--- src/rtl/combo_pkg.sv ---
// Shared types and constants for the combination-programming controller.
package combo_pkg;

  typedef enum logic [1:0] {
    IDLE   = 2'd0,
    CAPT   = 2'd1,
    COMMIT = 2'd2
  } state_e;

  localparam int              DIGW          = 8;
  localparam logic [DIGW-1:0] NO_MATCH      = 8'hFF;
  localparam int              NDIG_DFLT     = 3;
  localparam logic [23:0]     DEF_CODE_DFLT = 24'h12_34_56;
  localparam int              TW            = 16;

endpackage

--- src/rtl/combo_prog_ctrl_ms_timer.sv ---
// Loadable millisecond down-counter; expired_o pulses on the last counted cycle.
module ms_timer
  import combo_pkg::*;
(
  input  logic          clk_i,
  input  logic          rst_i,
  input  logic          load_i,
  input  logic [TW-1:0] value_i,
  output logic          expired_o
);

  logic [TW-1:0] cnt_q, cnt_d;

  always_comb begin
    cnt_d = cnt_q;
    if (load_i)
      cnt_d = value_i;
    else if (cnt_q != '0)
      cnt_d = cnt_q - TW'(1);
  end

  always_ff @(posedge clk_i) begin
    if (rst_i) cnt_q <= '0;
    else       cnt_q <= cnt_d;
  end

  assign expired_o = (cnt_q == TW'(1));

endmodule

--- src/rtl/combo_prog_ctrl.sv ---
// Safe combination-programming controller; captures new digits and muxes the stored code.
// Optional fail lockout is enabled by defining COMBO_LOCKOUT_EN.
//
// state  | meaning
// IDLE   | waiting for a qualified prog edge
// CAPT   | capturing one digit per direction change
// COMMIT | shadow copied into the stored code
module combo_prog_ctrl
  import combo_pkg::*;
#(
  parameter int                     NDIG       = NDIG_DFLT,
  parameter logic [NDIG*DIGW-1:0]   DEF_CODE   = DEF_CODE_DFLT,
  parameter int                     TIMEOUT_MS = 10000,
  parameter int                     MAX_FAIL   = 3,
  parameter int                     LOCKOUT_MS = 30000
) (
  input  logic       clk_i,
  input  logic       rst_i,
  input  logic       prog_i,
  input  logic       unlocked_i,
  input  logic       doorCls_i,
  input  logic       dirch_i,
  input  logic [3:0] bcd0_i,
  input  logic [3:0] bcd1_i,
  input  logic [1:0] sel_i,
  input  logic       fail_i,
  output logic [3:0] code0_o,
  output logic [3:0] code1_o,
  output logic       progActive_o,
  output logic       progDone_o,
  output logic       clrCount_o,
  output logic       lockout_o
);

  state_e               state_q, state_d;
  logic [1:0]           idx_q, idx_d;
  logic [NDIG*DIGW-1:0] shadow_q, shadow_d;
  logic [NDIG*DIGW-1:0] stored_q, stored_d;
  logic                 prog_q, active_q, done_q, done_d, clr_q, clr_d;
  logic                 prog_rise, abort, tmo_load, tmo_exp, lockout_w;
  logic [DIGW-1:0]      code_sel;

  assign prog_rise = prog_i & ~prog_q;
  assign abort     = doorCls_i | ~unlocked_i | prog_rise | tmo_exp;

  always_comb begin
    state_d  = state_q;
    idx_d    = idx_q;
    shadow_d = shadow_q;
    stored_d = stored_q;
    clr_d    = 1'b0;
    done_d   = 1'b0;
    tmo_load = 1'b0;
    unique case (state_q)
      IDLE: begin
        if (prog_rise && unlocked_i && !doorCls_i && !lockout_w) begin
          state_d  = CAPT;
          idx_d    = 2'd0;
          tmo_load = 1'b1;
          clr_d    = 1'b1;
        end
      end
      CAPT: begin
        if (abort) begin
          state_d  = IDLE;
          shadow_d = '0;
        end else if (dirch_i) begin
          for (int i = 0; i < NDIG; i++)
            if (idx_q == 2'(i)) shadow_d[i*DIGW +: DIGW] = {bcd1_i, bcd0_i};
          clr_d    = 1'b1;
          tmo_load = 1'b1;
          if (idx_q == 2'(NDIG-1)) begin
            state_d = COMMIT;
            done_d  = 1'b1;
          end else begin
            idx_d = idx_q + 2'd1;
          end
        end
      end
      COMMIT: begin
        stored_d = shadow_q;
        state_d  = IDLE;
      end
      default: state_d = IDLE;
    endcase
  end

  // The edge-detect flop follows the button even in reset, so a held button is not an edge.
  always_ff @(posedge clk_i) prog_q <= prog_i;

  always_ff @(posedge clk_i) begin
    if (rst_i) begin
      state_q  <= IDLE;
      idx_q    <= 2'd0;
      shadow_q <= '0;
      stored_q <= DEF_CODE;
      active_q <= 1'b0;
      done_q   <= 1'b0;
      clr_q    <= 1'b0;
    end else begin
      state_q  <= state_d;
      idx_q    <= idx_d;
      shadow_q <= shadow_d;
      stored_q <= stored_d;
      active_q <= (state_d != IDLE);
      done_q   <= done_d;
      clr_q    <= clr_d;
    end
  end

  ms_timer u_tmo (
    .clk_i     (clk_i),
    .rst_i     (rst_i),
    .load_i    (tmo_load),
    .value_i   (TW'(TIMEOUT_MS)),
    .expired_o (tmo_exp)
  );

  always_comb begin
    code_sel = NO_MATCH;
    for (int i = 0; i < NDIG; i++)
      if (sel_i == 2'(i)) code_sel = stored_q[i*DIGW +: DIGW];
  end

  assign code0_o      = code_sel[3:0];
  assign code1_o      = code_sel[7:4];
  assign progActive_o = active_q;
  assign progDone_o   = done_q;
  assign clrCount_o   = clr_q;
  assign lockout_o    = lockout_w;

`ifdef COMBO_LOCKOUT_EN
  logic       lock_q, unl_q, unl_rise, lock_load, lock_exp;
  logic [7:0] fail_cnt_q;

  assign unl_rise  = unlocked_i & ~unl_q;
  assign lock_load = fail_i && !lock_q && !lock_exp && !unl_rise &&
                     (fail_cnt_q == 8'(MAX_FAIL-1));

  always_ff @(posedge clk_i) begin
    if (rst_i) begin
      lock_q     <= 1'b0;
      unl_q      <= 1'b0;
      fail_cnt_q <= 8'd0;
    end else begin
      unl_q <= unlocked_i;
      if (lock_exp && lock_q) begin
        lock_q     <= 1'b0;
        fail_cnt_q <= 8'd0;
      end else if (unl_rise) begin
        fail_cnt_q <= 8'd0;
      end else if (fail_i && !lock_q) begin
        fail_cnt_q <= fail_cnt_q + 8'd1;
        if (lock_load) lock_q <= 1'b1;
      end
    end
  end

  ms_timer u_lock (
    .clk_i     (clk_i),
    .rst_i     (rst_i),
    .load_i    (lock_load),
    .value_i   (TW'(LOCKOUT_MS)),
    .expired_o (lock_exp)
  );

  assign lockout_w = lock_q;
`else
  logic unused_lock;
  assign unused_lock = ^{fail_i, 32'(MAX_FAIL), 32'(LOCKOUT_MS)};
  assign lockout_w   = 1'b0;
`endif

endmodule

--- config.mk ---
export PLATFORM = sky130hd
export DESIGN_NAME = combo_prog_ctrl
export DESIGN_NICKNAME = d
export VERILOG_FILES = /design/src/rtl/combo_pkg.sv /design/src/rtl/combo_prog_ctrl_ms_timer.sv /design/src/rtl/combo_prog_ctrl.sv
export SDC_FILE = /design/constraint.sdc
export NUM_CORES = 1
export LEC_CHECK = 0
export ABC_CLOCK_PERIOD_IN_PS = 5000
export CORE_MARGIN = 5
export CORE_UTILIZATION = 39
export DETAILED_ROUTE_END_ITERATION = 6
export PLACE_DENSITY = 0.63
export RECOVER_POWER = 50
export SYNTH_ARGS = -nofsm -noshare
export SYNTH_HDL_FRONTEND = slang
export SYNTH_SLANG_ARGS = --single-unit
--- constraint.sdc ---
create_clock -name clk_i -period 5 [get_ports clk_i]
set_clock_uncertainty 0.15 [all_clocks]
set_input_delay 0.75 -clock clk_i [delete_from_list [all_inputs] [get_ports clk_i]]
set_output_delay 0.75 -clock clk_i [all_outputs]
set_load 0.02 [all_outputs]
==> run metrics <==
top-level I/O count=29; number of CTS-inserted buffers=9; failing checks=capacitance limit, slew limit; first-pass GRT wire length=between 10000 and 15000 microns; Placement Rows=32; area leader, netlist=dfxtp_1; Final GP Congestion=approximately 0.77; Syn Nets=between 300 and 400; Yosys warning count=0; CTS Sinks=72; First-pass DRT Iterations=4; final setup fails=0; required time of the critical path=5090 ps; Max VDD drop=around 0.00016 V; GRT Util Overall=between 10 and 15%; register cell area after layout=between 1000 and 1500 sq um; Via Count=approximately 2400; reg2reg start=u_tmo.cnt_q[11]; clk buf depth=2; DP Worst Slack=approximately 1400 ps; largest net degree at the start of global routing=40; Die Y=99.86 microns; cts hold-fix bufs=0; final period utilization=around three quarters; core region area=approximately 7800 sq um; final hold viol count=0; Worst-Margin Slew=1614 ps; Reg clk slew, reported paths=about 80 ps; RSZ-0062 raised after global routing=no; Synth Flop Type=dfxtp_1; fin cells=482; area delta synth->final=15.34%; startpoint types=input port; IO buf count=26; Leak=between 1 and 1.5 nW; initial antenna violation count=0; Core Util, Final=between 40% and 50%; antenna viol nets, final=0; DP Cell Count=466; filler instances=roughly 770; DRC viols=0; nets@finish=a little under 400; routed vias/inst=about 5; post-route setup TNS=0 ps; Skew-Pair Late Insertion Delay=350 ps; Tot Pwr=roughly 1.5 mW; hold path startpoint=stored_q[8]; die width=roughly 100 microns; max_cap viols=1; Total Wirelength=approximately 6800 microns; R2R setup slack=approximately 1900 ps; Die ar.=between 9000 and 10000 sq um; WL per Instance=between 10 and 15 microns; Critical Path Source=rst_i; area of the multi-input gates=approximately 1500 sq um; Post-CTS Setup Inserts=0; P per Cell Area=416.6 nW/um^2; Area contributors post-synth=dfxtp_1 (46%), nand2_1 (8.7%), o32ai_1 (3.9%), a21oi_1 (3.8%), mux2i_1 (3.5%); sequential fraction of the synthesis area=45.77%; Post-synth EDFFs=0; critical path peak fanout=39; R2R depth=6; cells after synthesis=approximately 360; critical path endpoint=u_tmo.cnt_q[1]; Max Freq=0.2612 GHz; async set-reset flop share out of synthesis=0%; H-tree depth=3; initial drt markers=roughly 150; # diodes=0; post-route setup slack=around 1200 ps; CTS tree=built; Synth cell types=45; CP Class=input port to flop; reg-to-reg endpoint=shadow_q[17]; CTS root buf=clkbuf_8; number of global-route vias before repair=around 2300; mapped cell area=3149 sq um; final count of pins violating max slew=39; dpl hpwl=4612 microns; Initial Util=approximately two fifths; layout cell share with drive strength beyond 1=about 8.2%; PostCTS Resize Cnt=0; GR Overflow Total=0; Critical Path AT=approximately 3900 ps; outcome=complete, but fails checks; worst rel slew slack=-7.615%; fin crit period=about 3800 ps; worst min path class=flop to flop; top cell type's share of synthesized area=between 40% and 50%; Synth Register Bits=a little over 70; synthesized area per cell=between 8 and 9 sq um; CP Capture Type=flop
==> worst max-delay path, cell delays in order <==
cell and delay [ps]:
dlygate4sd3_1 530, buf_4 250, inv_1 90, clkbuf_1 1160, o211ai_1 750, a211oi_1 360
==> layout make-up <==
class	instances	share of cell area (%)
inverter	19	1.963
clock buffer	9	3.410
multi-input combinational	243	41.68
timing repair buffer	30	7.785
sequential	72	39.68
tap	102	3.514
clock inverter	7	1.963
==> sequential cells by signal, summed over array words and instances (netlist names) <==
name	flops
state_q	2
idx_q	2
progDone_o	1
shadow_q	24
prog_q	1
progActive_o	1
clrCount_o	1
stored_q	24
u_tmo.cnt_q	16
==> how the worst min path moves through the flow <==
stage | to | slack [ps] | depth (start not counted)
floorplan | shadow_q[7] | 280 | 2
CTS | stored_q[0] | 310 | 2
detailed placement | stored_q[8] | 300 | 2
global route | stored_q[0] | 330 | 2
finish | stored_q[8] | 300 | 2
global placement | stored_q[14] | 290 | 2
==> report_power, final <==
group | total, mW | switching, mW | internal, mW
clock network | 0.461 | 0.229 | 0.231
registers | 0.662 | 0.0443 | 0.618
logic | 0.390 | 0.216 | 0.175
==> synth_stat cells, types with 2 or more instances <==
library cell / count
nand2_1: 73
dfxtp_1: 72
a21oi_1: 24
inv_1: 19
clkbuf_1: 17
nand3_1: 14
nor2_1: 14
o32ai_1: 14
mux2i_1: 11
xnor2_1: 11
mux2_2: 8
o211ai_1: 8
o22a_1: 8
nor3_1: 7
ha_1: 5
nand2b_1: 5
nor4_1: 5
and2_1: 4
nor2b_1: 4
a2111oi_0: 3
a21oi_4: 3
and4_1: 2
buf_2: 2
buf_4: 2
nand4_1: 2
==> metrics by stage <==
step | instance area (sq um) | hold slack (ps)
after CTS | 3659 | 309.1
after global routing | 3632 | 326.2
after detailed placement | 3463 | 298.2
after global placement | 3463 | 291.2
final | 3632 | 304.8
after floorplan | 3149 | 278.6
==> layer usage <==
metal / track usage, % / wire length, microns / vias up
met5: 0 / 0 / -
met4: 5.672 / 106 / 0
met3: 3.475 / 369 / 10
met2: 19.91 / 2798 / 51
met1: 20.24 / 3497 / 1096
li1: - / - / 1282
==> cells by family (layout without fill, tap and decap cells) <==
family	count (synthesis)	in the layout	share of synthesized area, %
simple gates	139	139	20.70
compound gates	68	68	16.45
xor+xnor	11	11	3.059
buf+inv	42	65	5.562
fa+ha+maj	5	5	1.986
other cells	1	1	0.1191
flops	72	72	45.77
mux	19	19	6.357
==> cells in the final DEF (no fill, tap or decap), types with 2 or more instances in the layout <==
| cell type | count |
|---|---|
| clkbuf_8 | 9 |
| and2_1 | 2 |
| a21oi_4 | 3 |
| clkbuf_1 | 2 |
| buf_4 | 2 |
| mux2i_1 | 11 |
| and4_1 | 2 |
| nand3_1 | 14 |
| and2_0 | 2 |
| o32ai_1 | 14 |
| a21oi_1 | 25 |
| dlygate4sd3_1 | 5 |
| dfxtp_1 | 72 |
| nor2_1 | 14 |
| ha_1 | 5 |
| clkinv_2 | 3 |
| nand2_1 | 73 |
| mux2_2 | 8 |
| nand4_1 | 2 |
| nor4_1 | 5 |
| nor2b_1 | 4 |
| nand2b_1 | 5 |
| o22a_1 | 8 |
| o211ai_1 | 8 |
| xnor2_1 | 11 |
| clkdlybuf4s50_1 | 21 |
| clkinv_4 | 2 |
| nor3_1 | 7 |
| a2111oi_0 | 3 |
| inv_1 | 19 |
No activity file was read; power rests on OpenSTA's default activity.
